### src/rtl/arm_pipe_pkg.sv
// Shared types and defaults for the ARM 5-stage pipeline front end.
package arm_pipe_pkg;

    localparam int DEF_ADDR_W = 32;
    localparam int DEF_INST_W = 32;
    localparam int DEF_PC_INC = 4;

    // MOV r0, r0 -- handy when dumping a flushed IF/ID in a debugger
    localparam logic [31:0] NOP_INST = 32'hE1A0_0000;

    typedef enum logic [1:0] {
        ST_IDLE  = 2'd0,
        ST_REQ   = 2'd1,
        ST_HOLD  = 2'd2,
        ST_DRAIN = 2'd3
    } fetch_state_t;

endpackage

### src/rtl/if_id_reg.sv
// IF/ID pipeline register: {valid, pc, inst} with load, freeze and flush.
module if_id_reg #(
    parameter int ADDR_W = 32,
    parameter int INST_W = 32
) (
    input  logic              clk,
    input  logic              rst,
    input  logic              load,
    input  logic              flush,
    input  logic              freeze,
    input  logic [ADDR_W-1:0] d_pc,
    input  logic [INST_W-1:0] d_inst,
    output logic              valid,
    output logic [ADDR_W-1:0] pc,
    output logic [INST_W-1:0] inst
);

    // flush beats freeze; pc/inst are left stale when the entry is killed
    always_ff @(posedge clk or negedge rst) begin
        if (!rst) begin
            valid <= 1'b0;
            pc    <= '0;
            inst  <= '0;
        end else if (flush) begin
            valid <= 1'b0;
        end else if (!freeze) begin
            if (load) begin
                valid <= 1'b1;
                pc    <= d_pc;
                inst  <= d_inst;
            end else begin
                valid <= 1'b0;
            end
        end
    end

endmodule

### src/rtl/if_fetch_stage.sv
// Instruction fetch: PC, imem req/ready handshake, skid for frozen fetches,
// drain of abandoned requests on branch, and the IF/ID register.
module if_fetch_stage
    import arm_pipe_pkg::*;
#(
    parameter int              ADDR_W   = DEF_ADDR_W,
    parameter int              INST_W   = DEF_INST_W,
    parameter logic [ADDR_W-1:0] RESET_PC = '0,
    parameter int              PC_INC   = DEF_PC_INC
) (
    input  logic              clk,
    input  logic              rst,
    input  logic              freeze,
    input  logic              branch_taken,
    input  logic [ADDR_W-1:0] branch_addr,
    output logic              imem_req,
    output logic [ADDR_W-1:0] imem_addr,
    input  logic              imem_ready,
    input  logic [INST_W-1:0] imem_rdata,
    output logic              if_id_valid,
    output logic [ADDR_W-1:0] if_id_pc,
    output logic [INST_W-1:0] if_id_inst
);

    fetch_state_t      state;
    logic [ADDR_W-1:0] pc;
    logic [ADDR_W-1:0] pc_seq;
    logic [ADDR_W-1:0] target_q;
    logic [ADDR_W-1:0] skid_pc;
    logic [INST_W-1:0] skid_inst;
    logic              skid_valid;
    logic              req_q;

    assign pc_seq    = pc + ADDR_W'(PC_INC);
    assign imem_req  = req_q;
    assign imem_addr = pc;

    always_ff @(posedge clk or negedge rst) begin
        if (!rst) begin
            state      <= ST_IDLE;
            pc         <= RESET_PC;
            target_q   <= '0;
            skid_pc    <= '0;
            skid_inst  <= '0;
            skid_valid <= 1'b0;
            req_q      <= 1'b0;
        end else begin
            case (state)
                ST_IDLE: begin
                    state <= ST_REQ;
                    req_q <= 1'b1;
                    if (branch_taken) pc <= branch_addr;
                end
                ST_REQ: begin
                    if (branch_taken) begin
                        skid_valid <= 1'b0;
                        if (imem_ready) begin
                            pc <= branch_addr;
                        end else begin
                            // address must stay put until the memory answers
                            target_q <= branch_addr;
                            state    <= ST_DRAIN;
                        end
                    end else if (imem_ready) begin
                        pc <= pc_seq;
                        if (freeze) begin
                            skid_pc    <= pc_seq;
                            skid_inst  <= imem_rdata;
                            skid_valid <= 1'b1;
                            state      <= ST_HOLD;
                            req_q      <= 1'b0;
                        end
                    end
                end
                ST_HOLD: begin
                    if (branch_taken || !freeze) begin
                        skid_valid <= 1'b0;
                        state      <= ST_REQ;
                        req_q      <= 1'b1;
                        if (branch_taken) pc <= branch_addr;
                    end
                end
                ST_DRAIN: begin
                    if (branch_taken) target_q <= branch_addr;
                    if (imem_ready) begin
                        pc    <= branch_taken ? branch_addr : target_q;
                        state <= ST_REQ;
                    end
                end
                default: begin
                    state <= ST_IDLE;
                    req_q <= 1'b0;
                end
            endcase
        end
    end

    logic              ifid_load;
    logic              ifid_flush;
    logic [ADDR_W-1:0] ifid_d_pc;
    logic [INST_W-1:0] ifid_d_inst;

    assign ifid_load   = ((state == ST_REQ) && imem_ready) || ((state == ST_HOLD) && skid_valid);
    assign ifid_flush  = branch_taken || (state == ST_DRAIN);
    assign ifid_d_pc   = (state == ST_HOLD) ? skid_pc   : pc_seq;
    assign ifid_d_inst = (state == ST_HOLD) ? skid_inst : imem_rdata;

    if_id_reg #(
        .ADDR_W (ADDR_W),
        .INST_W (INST_W)
    ) u_if_id (
        .clk    (clk),
        .rst    (rst),
        .load   (ifid_load),
        .flush  (ifid_flush),
        .freeze (freeze),
        .d_pc   (ifid_d_pc),
        .d_inst (ifid_d_inst),
        .valid  (if_id_valid),
        .pc     (if_id_pc),
        .inst   (if_id_inst)
    );

endmodule

### config.mk
export PLATFORM = sky130hd
export DESIGN_NAME = if_fetch_stage
export DESIGN_NICKNAME = d
export VERILOG_FILES = /design/src/rtl/arm_pipe_pkg.sv /design/src/rtl/if_id_reg.sv /design/src/rtl/if_fetch_stage.sv
export SDC_FILE = /design/constraint.sdc
export NUM_CORES = 1
export LEC_CHECK = 0
export BUFFER_PORTS_ARGS = -buffer_cell sky130_fd_sc_hd__buf_2
export CAP_MARGIN = 20
export CORE_MARGIN = 2
export CORE_UTILIZATION = 50
export CTS_BUF_LIST = sky130_fd_sc_hd__clkbuf_4 sky130_fd_sc_hd__clkbuf_8
export CTS_CLUSTER_SIZE = 24
export DETAILED_ROUTE_END_ITERATION = 12
export PLACE_DENSITY = 0.84
export SLEW_MARGIN = 40
export SYNTH_ARGS = -nofsm -noshare
export SYNTH_HDL_FRONTEND = slang
export SYNTH_HIERARCHICAL = 1
export SYNTH_SLANG_ARGS = --single-unit
### constraint.sdc
create_clock -name clk -period 2.6 [get_ports clk]
set_input_delay 0.26 -clock clk [delete_from_list [all_inputs] [get_ports clk]]
set_output_delay 0.26 -clock clk [all_outputs]
set_load 0.1 [all_outputs]
* Yosys cells after proc, flatten, opt, wreduce, memory -nomap -nowiden
Cells that the tools add are included.
** Word-level totals
- Register bits after elaboration :: 197
- Bits in latches :: 0
- RAM bits :: 0
- ROM bits :: 0
- Input port bits :: 69
- Output and inout bits :: 98
- Logic and storage cells :: 78
- Memories :: 0
** Cells by class
- Add/subtract/negate cells :: 1
- $mul :: 0
- Div/mod/pow operators :: 0
- Magnitude comparators :: 0
- Eq/ne operators :: 14
- Shifts and indexed selects :: 0
- Muxes and demuxes :: 33
- Bitwise logic cells :: 3
- Reduce and logical (&&, ||, !) cells :: 17
** Operators with widths (count)
- 32-bit 2-to-1 mux :: 11
- 32-bit case mux with 4 select lines :: 1
- 32-bit case mux with 2 select lines :: 1
- 32-bit by 3-bit adder with 32-bit output, second input constant :: 1
- 2-bit != test, second input constant :: 7
- 2-bit 2-to-1 mux :: 6
- 1-bit 2-to-1 mux :: 11
- 5-bit AND reduction :: 2
- 3-bit != test, second input constant :: 3
- 3-bit AND reduction :: 3
- 2-bit case mux with 4 select lines :: 1
- 4-bit AND reduction :: 2
- 2-bit equality test, second input constant :: 2
- 2-bit nonzero test :: 2
- 1-bit logical OR :: 3
- 1-bit inverter :: 3
- 1-bit case mux with 3 select lines :: 1
- 3-bit nonzero test :: 1
- 2-bit by 1-bit equality test with 1-bit output, second input constant :: 1
- 1-bit logical AND :: 2
- 2-bit zero test :: 1
- 2-bit by 1-bit != test with 1-bit output, second input constant :: 1
- 1-bit case mux with 2 select lines :: 1
- 1-bit zero test :: 1

* Logic depth before layout (Yosys ltp)
Gate-level depths: netlist of the first run.
- Word-level depth :: 6
- Gate-level depth with buffers :: 9
- Depth with buffers taken out :: 7

* By module
The synthesis of the first run kept the hierarchy.
** By module, submodules not included
- if_fetch_stage :: instances 1, cells an instance 796, area an instance 7110.6 um^2, sequential area each 3303.2 um^2
- if_id_reg :: instances 1, cells an instance 139, area an instance 2730.1 um^2, sequential area each 1626.6 um^2

* Least setup slack after synthesis of the first run
OpenSTA, ideal clock, no wires.
- Kind :: register to register
- Start :: register pc[2], in the netlist imem_addr[2]
- End :: register u_if_id.pc[28]
- Library setup time :: 0.126 ns
- Arrival :: 2.742 ns
- Required time :: 2.474 ns
- Slack :: -0.268 ns
- Cell stages (with the launch flop) :: 8
- Path buffers :: 0
- Clock period less this slack :: 2.868 ns
- Cells stage by stage :: dfrtp_1 > ha_1 > nand4_2 > nor4_4 > nand4_1 > xnor2_1 > a21oi_1 > mux2_4
** Between the ends
- Longest elaborated chain between the ends :: 2
** RTL lines
- from (decl) :: RTL line if_fetch_stage.sv:26 : logic [ADDR_W-1:0] pc;
- from (signal assigned) :: RTL line if_fetch_stage.sv:52 : if (branch_taken) pc <= branch_addr;
- from (signal assigned) :: RTL line if_fetch_stage.sv:58 : pc <= branch_addr;
- from (signal assigned) :: RTL line if_fetch_stage.sv:65 : pc <= pc_seq;
- 32-bit by 3-bit adder with 32-bit output :: RTL line if_fetch_stage.sv:34 : assign pc_seq = pc + ADDR_W'(PC_INC);
- 32-bit 2-to-1 mux :: RTL line if_fetch_stage.sv:105 : assign ifid_d_pc = (state == ST_HOLD) ? skid_pc : pc_seq;
- via ifid_d_pc[28] :: RTL line if_fetch_stage.sv:100 : logic [ADDR_W-1:0] ifid_d_pc;
- to (signal assigned) :: RTL line if_id_reg.sv:29 : pc <= d_pc;
- to (decl) :: RTL line if_id_reg.sv:14 : output logic [ADDR_W-1:0] pc,
The timed path passes the listed nets, and every way through them passes these cells.
A chain may end at the register's enable or synchronous reset.

* Worst setup path after layout of the first run
- Start :: register pc[2], in the netlist imem_addr[2]
- End :: register u_if_id.pc[18]
The elaborated chain is that of the path after synthesis.

==> results of run 1 <==
[flip-flops by register name, indices dropped and copies added, names as in the netlist]
name / flops
imem_addr: 32
skid_inst: 32
skid_pc: 32
target_q: 32
u_if_id/inst: 32
u_if_id/pc: 32
state: 2
imem_req: 1
skid_valid: 1
u_if_id/valid: 1
[power breakdown]
part           switching (mW)  internal (mW)
Clock                    1.09          0.999
Sequential              0.650           3.95
Combinational            4.84           1.42
[cell usage in the layout, fill, tap and decap left out, types with 3 or more instances in the layout]
| cell | instances |
|---|---|
| a21oi_1 | 56 |
| a221oi_1 | 8 |
| a31oi_1 | 6 |
| and2_1 | 6 |
| and3_1 | 13 |
| and4_1 | 3 |
| buf_12 | 6 |
| buf_2 | 165 |
| buf_4 | 25 |
| bufinv_16 | 3 |
| clkbuf_8 | 19 |
| clkinv_2 | 4 |
| dfrtp_1 | 186 |
| dfrtp_2 | 11 |
| inv_1 | 9 |
| mux2_2 | 72 |
| mux2_4 | 60 |
| mux2i_1 | 5 |
| nand2_1 | 184 |
| nand2b_1 | 4 |
| nand3_1 | 23 |
| nand3_2 | 3 |
| nand4_1 | 12 |
| nor2_1 | 59 |
| nor3_1 | 4 |
| o21ai_0 | 64 |
| o22ai_1 | 7 |
| o2bb2ai_1 | 4 |
| o311a_1 | 3 |
| o311ai_0 | 3 |
| o31a_1 | 3 |
| xnor2_1 | 18 |
| xor2_1 | 10 |
[how the worst max path moves through the flow]
stage	endpoint	depth (start not counted)
6_report	u_if_id/pc[18]	7
5_1_grt	u_if_id/pc[18]	7
4_1_cts	u_if_id/pc[28]	7
3_5_place_dp	u_if_id/pc[28]	7
3_3_place_gp	u_if_id/pc[28]	7
2_1_floorplan	u_if_id/pc[29]	7
[per-layer routing]
metal	vias to the layer above	GRT usage
met5	-	0
met4	0	0.0731
met3	36	0.0576
met2	319	0.391
met1	3775	0.338
li1	3557	-
[through the flow]
stage                     worst slack, ns  power [mW]  cell area (µm²)  hold WS [ns]
after global placement              0.315        10.8            11000         0.311
after detailed placement            0.242        10.9            11000         0.313
after global routing               0.0691        13.5            11400       0.00907
final                               0.272        12.9            11400        0.0307
after floorplan                   0.00428        9.70             9850       -0.0356
after CTS                           0.205        13.0            11400        0.0141
[Yosys cell counts (4+ instances only)]
cell / number / area [µm²]
a221oi_1: 8 / 70.1
and3_1: 13 / 81.3
xnor2_1: 18 / 158
nor2_1: 60 / 225
nor3_1: 4 / 20.0
mux2_4: 60 / 901
a21oi_1: 57 / 285
nand4_1: 12 / 75.1
dfrtp_1: 197 / 4930
clkbuf_1: 41 / 154
buf_1: 4 / 15.0
mux2i_1: 6 / 60.1
nand2_1: 184 / 691
o22ai_1: 7 / 43.8
mux2_2: 72 / 811
nand2b_1: 5 / 31.3
inv_1: 9 / 33.8
buf_12: 6 / 120
o2bb2ai_1: 4 / 35.0
a31oi_1: 6 / 37.5
xor2_1: 10 / 87.6
o21ai_0: 64 / 320
nand3_1: 24 / 120
and2_1: 6 / 37.5
buf_2: 10 / 50.1
[kinds of logic (layout without fill, tap and decap cells)]
group / after synthesis / count (layout) / synth area share
compound gates: 168 / 168 / 0.0996
xor+xnor: 28 / 28 / 0.0249
fa+ha+maj: 1 / 1 / 0.00127
buf+inv: 73 / 239 / 0.0406
flops: 197 / 197 / 0.501
mux: 138 / 138 / 0.180
other cells: 0 / 1 / 0
simple gates: 330 / 330 / 0.153
[layout make-up]
cell class / count / area (µm²) / share of cell area
Antenna cell: 1 / 2.50 / 0.000219
Inverter: 9 / 33.8 / 0.00295
Sequential cell: 197 / 4940 / 0.432
Clock inverter: 12 / 151 / 0.0132
Multi-Input combinational cell: 665 / 4560 / 0.398
Tap cell: 265 / 332 / 0.0290
Timing Repair Buffer: 198 / 1160 / 0.101
Clock buffer: 20 / 263 / 0.0230
[worst reg2reg max path, stage by stage (launching register included)]
cell and delay (ns):
dfrtp_2 0.43, ha_1 0.26, nand4_2 0.18, buf_4 0.19, nor4_1 0.54, xnor2_1 0.23, a21oi_1 0.11, mux2_4 0.27
[timing repair]
| action | 4_1_cts | 5_1_grt |
|---|---|---|
| endpoints found under the setup margin | 0 | 1 |
| hold endpoints to repair | 66 | 0 |
| hold buffers | 1 | 0 |
==> impl_metrics.ini, run 1 <==
[layout]
area_growth_pct = 16.2
final_layout_size_suffix_gt1_frac = 0.353
fill_cells = 1686
utilization = 0.590
nets = 1158
fin_cells = 1367

[pwr]
powerDensity_nw_per_um2 = 1130
p_leak_nw = 5.39
vdd_drop_max_mv = 0.600

[clock_tree]
clkSlewWorstSetupHoldPaths_ns = 0.10
clock_latency_ns = 0.47
postCtsResizedCells = 0
cts_root_buf = clkbuf_8
clockBufferDepth = 2
cts_setup_buffers = 0
cts_tree = done
cts_sinks = 197
cts_made_buffers = 17
htreeDepth = 4

[critical_path]
worstReg2RegEnd = u_if_id/pc[18]
startpoint_type = register
r2r_start = imem_addr[2]
path_max_fanout = 7
ff2ff_setup_slack_ns = 0.27
crit_path_end_kind = register
reg2regPathDepth = 7
path_cells = ha_1 -> nand4_2 -> buf_4 -> nor4_1 -> xnor2_1 -> a21oi_1 -> mux2_4
crit_type = reg -> reg
startpoint = imem_addr[2]
critPathRequiredTime_ns = 2.96
cpLargestDelayFamily = simple AND/OR/NAND/NOR gates
cpPeakStageDelay_ns = 0.54
worst-path-buf-inv = 1
worst-endpoint-arrival_ns = 2.69
crit_slowest_cell = nor4_1

[timing]
finalHoldViolCount = 0
tns_ns = 0
layout_min_cycle_time_ns = 2.33
slew_headroom = 0.588
fin_crit_sh = 0.895
slew_violations = 0
rsz0062_at_grt = false
max_clock_freq_ghz = 0.430
tightestPinTransition_ns = 0.611
setup_violations = 0
clock_skew_ns = 0.0102

[hold_path]
min_path_type = in -> reg
hold_end = skid_inst[26]
min_from = imem_rdata[26]
hold_depth = 2

[floorplan]
die_area_um2 = 20800
die_w_um = 144
die-height_um = 144
start_util = 0.507
core_um2 = 19400
rows = 51
ios = 167

[routing]
wl_per_cell_um = 18.2
drtIter0Drc = 593
ant_nets = 0
dr.pass1.iters = 5
maxUsedRoutingLayer = met4
drc_errors = 0
vias = 7687
routed_via_density = 5.62
wl_met3_um = 1980
drt-met1-wl_um = 10900
route.met2.wl_um = 11500
drt_wl_total_um = 24900

[global_routing]
grt_util_all_layers = 0.246
grt_max_degree = 82
overflow = 0
antenna_found_initial = 1
grt_first_pass_wirelength_um = 39700
grt_pass1_vias = 7434

[yosys]
synth_ff_type = dfrtp_1
synthCells = 935
async_flop_share = 1.00
syn_area_per_cell_um2 = 10.5
synth_cell_type_count = 53
synth_edf_count = 0
ys.warnings.count = 6
synth-seq-area-share = 0.501
synth_area_um2 = 9840
ys_ff_latch = 197
synth_nets = 1005

[place]
dp_hpwl_um = 17100
gp_congestion = 0.861
numPlacedInstances = 1333
portBuffers = 166

[job]
maxCapViolCount = 0

[status]
status = completed
No activity file was read; power rests on OpenSTA's default activity.
==> run 2: changes to the inputs <==
--- a/config.mk
+++ b/config.mk
@@ -12,6 +12,7 @@
 export CTS_BUF_LIST = sky130_fd_sc_hd__clkbuf_4 sky130_fd_sc_hd__clkbuf_8
 export CTS_CLUSTER_SIZE = 24
 export DETAILED_ROUTE_END_ITERATION = 12
+export HOLD_SLACK_MARGIN = 0.1
 export PLACE_DENSITY = 0.84
 export SLEW_MARGIN = 40
 export SYNTH_ARGS = -nofsm -noshare
==> run 2 against run 1 <==
Critical path depth stayed put. Combinational power is 1% higher. Wire length is 4.0% higher. Cell count is 4.7% higher. Clock power hardly changed. Global-route usage is 0.90 points higher. Sequential power hardly changed.
==> impl_metrics.ini, run 2 (synthesized netlist as in run 1, its figures left out) <==
[status]
status = completed

[global_routing]
antenna_found_initial = 1
grt_max_degree = 82
grt_util_all_layers = 0.255
use_met2 = 0.416
overflow = 0
grt_busiest_layer = met2
grt_pass1_vias = 7810
grt_first_pass_wirelength_um = 41200
grtUsageMet1 = 0.341
grt_use_met3 = 0.0576

[clock_tree]
cts_tree = done
htreeDepth = 4
cts_root_buf = clkbuf_8
cts_sinks = 197
postCtsResizedCells = 0
cts_setup_buffers = 0
clockBufferDepth = 2
clock_latency_ns = 0.47
clkSlewWorstSetupHoldPaths_ns = 0.10
cts_made_buffers = 17

[layout]
utilization = 0.623
layout_commonest_cell = dfrtp_1
nets = 1222
area_growth_pct = 22.7
regArea_um2 = 4940
multi_input_area_um2 = 4560
fill_cells = 1600
final_layout_size_suffix_gt1_frac = 0.334
final_area_um2 = 12100
layout_common_cells = dfrtp_1 (186), nand2_1 (184), buf_2 (165)
fin_cells = 1431

[timing]
tightestPinTransition_ns = 0.628
setup_ws_ns = 0.258
tns_ns = 0
hold_slack_ns = 0.203
layout_min_cycle_time_ns = 2.34
finalHoldViolCount = 0
clock_skew_ns = 0.0106
slew_violations = 0
rsz0062_at_grt = false
fin_crit_sh = 0.901
slew_headroom = 0.577
max_clock_freq_ghz = 0.427
setup_violations = 0

[critical_path]
cpPeakStageDelay_ns = 0.55
reg2regPathDepth = 7
worst-endpoint-arrival_ns = 2.70
ff2ff_setup_slack_ns = 0.26
critPathRequiredTime_ns = 2.95
startpoint_type = register
crit_slowest_cell = nor4_1
worstReg2RegEnd = u_if_id/pc[18]
path_max_fanout = 7
crit_path_end_kind = register
startpoint = imem_addr[2]
crit_type = reg -> reg
r2r_start = imem_addr[2]
path_cells = ha_1 -> nand4_2 -> buf_4 -> nor4_1 -> xnor2_1 -> a21oi_1 -> mux2_4

[place]
dp_hpwl_um = 17100
gp_congestion = 0.861
numPlacedInstances = 1333
preCtsSetupSlack_ns = 0.242
portBuffers = 166
dpl_cell_area_um2 = 11000

[pwr]
internal_power_mw = 6.43
sw_frac_of_total = 0.507
finalPower_mw = 13.0
netSwitchingPower_mw = 6.61
p_leak_nw = 5.66
pwr-share-comb = 0.487
p_seq_frac = 0.353
clockPowerShare = 0.159
powerDensity_nw_per_um2 = 1080
vdd_drop_max_mv = 0.588

[floorplan]
start_util = 0.507
core_um2 = 19400
die_area_um2 = 20800
rows = 51
die-height_um = 144
die_w_um = 144
ios = 167

[routing]
drt_wl_total_um = 25900
dr.pass1.iters = 6
ant_nets = 0
vias = 8016
drtIter0Drc = 538
wl_per_cell_um = 18.1
routed_via_density = 5.60
drc_errors = 0

[hold_path]
hold_depth = 3
min_from = freeze
hold_end = u_if_id/valid
min_path_type = in -> reg

[job]
maxCapViolCount = 0
run 2: critical path, delay by kind of cell (launching register included):
kind / cells / cell delay (ns)
and+or+nand+nor: 2 / 0.73
DFF: 1 / 0.44
muxes: 1 / 0.27
adders and majority gates: 1 / 0.26
xor gates and xnor gates: 1 / 0.23
buffers and inverters: 1 / 0.19
AOI/OAI and AO/OA: 1 / 0.11
run 2: area by class of cell:
cell class | instances | share of cell area
Inverter | 9 | 0.00280
Clock buffer | 20 | 0.0218
Clock inverter | 12 | 0.0125
Timing Repair Buffer | 262 | 0.149
Antenna cell | 1 | 0.000207
Tap cell | 265 | 0.0274
Multi-Input combinational cell | 665 | 0.377
Sequential cell | 197 | 0.409
run 2: power groups by stage:
| stage | Sequential (mW) | Combinational, mW | Clock (mW) |
|---|---|---|---|
| after global placement | 4.61 | 6.19 | 0 |
| after CTS | 4.59 | 6.36 | 2.14 |
| final | 4.61 | 6.35 | 2.08 |
| after floorplan | 8.13 | 1.57 | 0 |
| after global routing | 4.72 | 6.61 | 2.26 |
| after detailed placement | 4.65 | 6.27 | 0 |
run 2: per-layer routing:
metal / wire length (µm) / vias to the layer above
met5: 0 / -
met4: 540 / 0
met3: 2090 / 49
met2: 12200 / 368
met1: 11100 / 3912
li1: - / 3687
run 2: what timing repair did:
action,4_1_cts,5_1_grt
endpoints found under the hold margin,140,0
hold buffers,65,0
endpoints found under the setup margin,0,1
run 2: worst max-delay path by stage:
stage | end | cells past startpoint
global placement | u_if_id/pc[28] | 7
global route | u_if_id/pc[18] | 7
detailed placement | u_if_id/pc[28] | 7
CTS | u_if_id/pc[28] | 7
finish | u_if_id/pc[18] | 7
floorplan | u_if_id/pc[29] | 7
==> run 3: changes to the inputs <==
--- a/config.mk
+++ b/config.mk
@@ -8,12 +8,12 @@
 export BUFFER_PORTS_ARGS = -buffer_cell sky130_fd_sc_hd__buf_2
 export CAP_MARGIN = 20
 export CORE_MARGIN = 2
-export CORE_UTILIZATION = 50
+export CORE_UTILIZATION = 40
 export CTS_BUF_LIST = sky130_fd_sc_hd__clkbuf_4 sky130_fd_sc_hd__clkbuf_8
 export CTS_CLUSTER_SIZE = 24
 export DETAILED_ROUTE_END_ITERATION = 12
 export HOLD_SLACK_MARGIN = 0.1
-export PLACE_DENSITY = 0.84
+export PLACE_DENSITY = 0.72
 export SLEW_MARGIN = 40
 export SYNTH_ARGS = -nofsm -noshare
 export SYNTH_HDL_FRONTEND = slang
==> run 3 against run 2 <==
Via count fell by 1.2%. Register-to-register slack barely moved. Largest cell class unchanged. Sequential share of layout area fell by 0.19 points. Sequential power barely moved. Non-clock buffer count rose by 1. Global-route usage fell by 4.6 points. Highest routed layer unchanged.
==> impl_metrics.ini, run 3 (synthesized netlist as in run 1, its figures left out) <==
[floorplan]
die_area_um2 = 25900
start_util = 0.406
die_w_um = 161
ios = 167
die-height_um = 161
core_um2 = 24200
rows = 57

[job]
maxCapViolCount = 0

[routing]
wl_per_cell_um = 17.9
ant_nets = 0
routed_via_density = 5.32
drtIter0Drc = 687
drc_errors = 0
vias = 7923
dr.pass1.iters = 5
drt_wl_total_um = 26600

[clock_tree]
cts_made_buffers = 17
clock_latency_ns = 0.47
cts_tree = done
cts_setup_buffers = 0
cts_sinks = 197
clockBufferDepth = 2
htreeDepth = 4
postCtsResizedCells = 0
clkSlewWorstSetupHoldPaths_ns = 0.11
cts_root_buf = clkbuf_8

[critical_path]
cpLargestDelayFamily = simple AND/OR/NAND/NOR gates
startpoint_type = register
critPathRequiredTime_ns = 2.95
crit_type = reg -> reg
worst-path-buf-inv = 0
crit_path_end_kind = register
cpPeakStageDelay_ns = 0.44
crit_slowest_cell = dfrtp_2
ff2ff_setup_slack_ns = 0.25
worst-endpoint-arrival_ns = 2.70
path_max_fanout = 7
path_cells = ha_1 -> nand4_2 -> nor4_4 -> nand4_1 -> xnor2_1 -> a21oi_1 -> mux2_4

[pwr]
p_leak_nw = 5.65
powerDensity_nw_per_um2 = 1070
finalPower_mw = 13.0
vdd_drop_max_mv = 0.751

[place]
numPlacedInstances = 1393
gp_congestion = 0.893
portBuffers = 166
preCtsSetupSlack_ns = 0.186
dp_hpwl_um = 18400

[layout]
layout_commonest_cell = dfrtp_1
fin_cells = 1490
n_antenna_cell = 0
final_layout_size_suffix_gt1_frac = 0.334
area_growth_pct = 23.3
nets = 1223
layout_common_cells = dfrtp_1 (186), nand2_1 (184), buf_2 (165)

[timing]
tightestPinTransition_ns = 0.697
rsz0062_at_grt = false
fin_crit_sh = 0.904
clock_skew_ns = 0.0202
finalHoldViolCount = 0
slew_violations = 0
setup_violations = 0
slew_headroom = 0.536
layout_min_cycle_time_ns = 2.35
setup_ws_ns = 0.250
max_clock_freq_ghz = 0.425
tns_ns = 0

[global_routing]
grt_pass1_vias = 7661
grt_max_degree = 81
antenna_found_initial = 0
grt_first_pass_wirelength_um = 42700
overflow = 0
grt_util_all_layers = 0.209

[status]
status = completed

[hold_path]
min_path_type = in -> reg
run 3: metal layers:
metal	GRT usage	routed length [µm]	up-vias
met2	0.324	12200	294
met1	0.294	12100	3917
met5	0	0	-
li1	-	-	3684
met4	0.0601	452	0
met3	0.0460	1820	28
run 3: final cells by class:
type | instances | area [µm²]
fillers | 2228 | 12100
inverters | 9 | 33.8
clock buffers | 19 | 255
clock inverters | 13 | 144
multi-input cells | 665 | 4560
flip-flops and latches | 197 | 4940
repair buffers | 263 | 1790
well taps | 324 | 405
run 3: per-stage QoR:
stage	hold slack (ns)	utilization	cell area, µm²
finish	0.193	0.500	12100
global placement	0.351	0.457	11100
detailed placement	0.346	0.457	11100
CTS	0.156	0.500	12100
floorplan	-0.0356	-	9850
global route	0.182	0.500	12100
run 3: final timing paths:
| path | startpoint | end | cells past startpoint |
|---|---|---|---|
| worst max-delay path | imem_addr[2] | u_if_id/pc[28] | 7 |
| worst min-delay path | freeze | u_if_id/valid | 3 |
| worst max register to register | imem_addr[2] | u_if_id/pc[28] | 7 |
| worst min register to register | skid_pc[13] | skid_pc[13] | 2 |
| max in group asynchronous | rst | u_if_id/pc[12] | 3 |
| min in group asynchronous | rst | u_if_id/inst[22] | 2 |
run 3: repair_timing:
action | in CTS | in global routing
hold buffers | 65 | 0
endpoints found under the setup margin | 0 | 2
hold endpoints to repair | 162 | 0
run 3: tightest hold or removal path, stage by stage:
cell and delay, ns:
buf_2 0.16, mux2i_1 0.16, nor2_1 0.05
run 3: power breakdown:
part           total, mW  internal (mW)  switching, mW
Sequential          4.58           3.95          0.625
Clock               2.05          0.904           1.14
Combinational       6.40           1.49           4.91
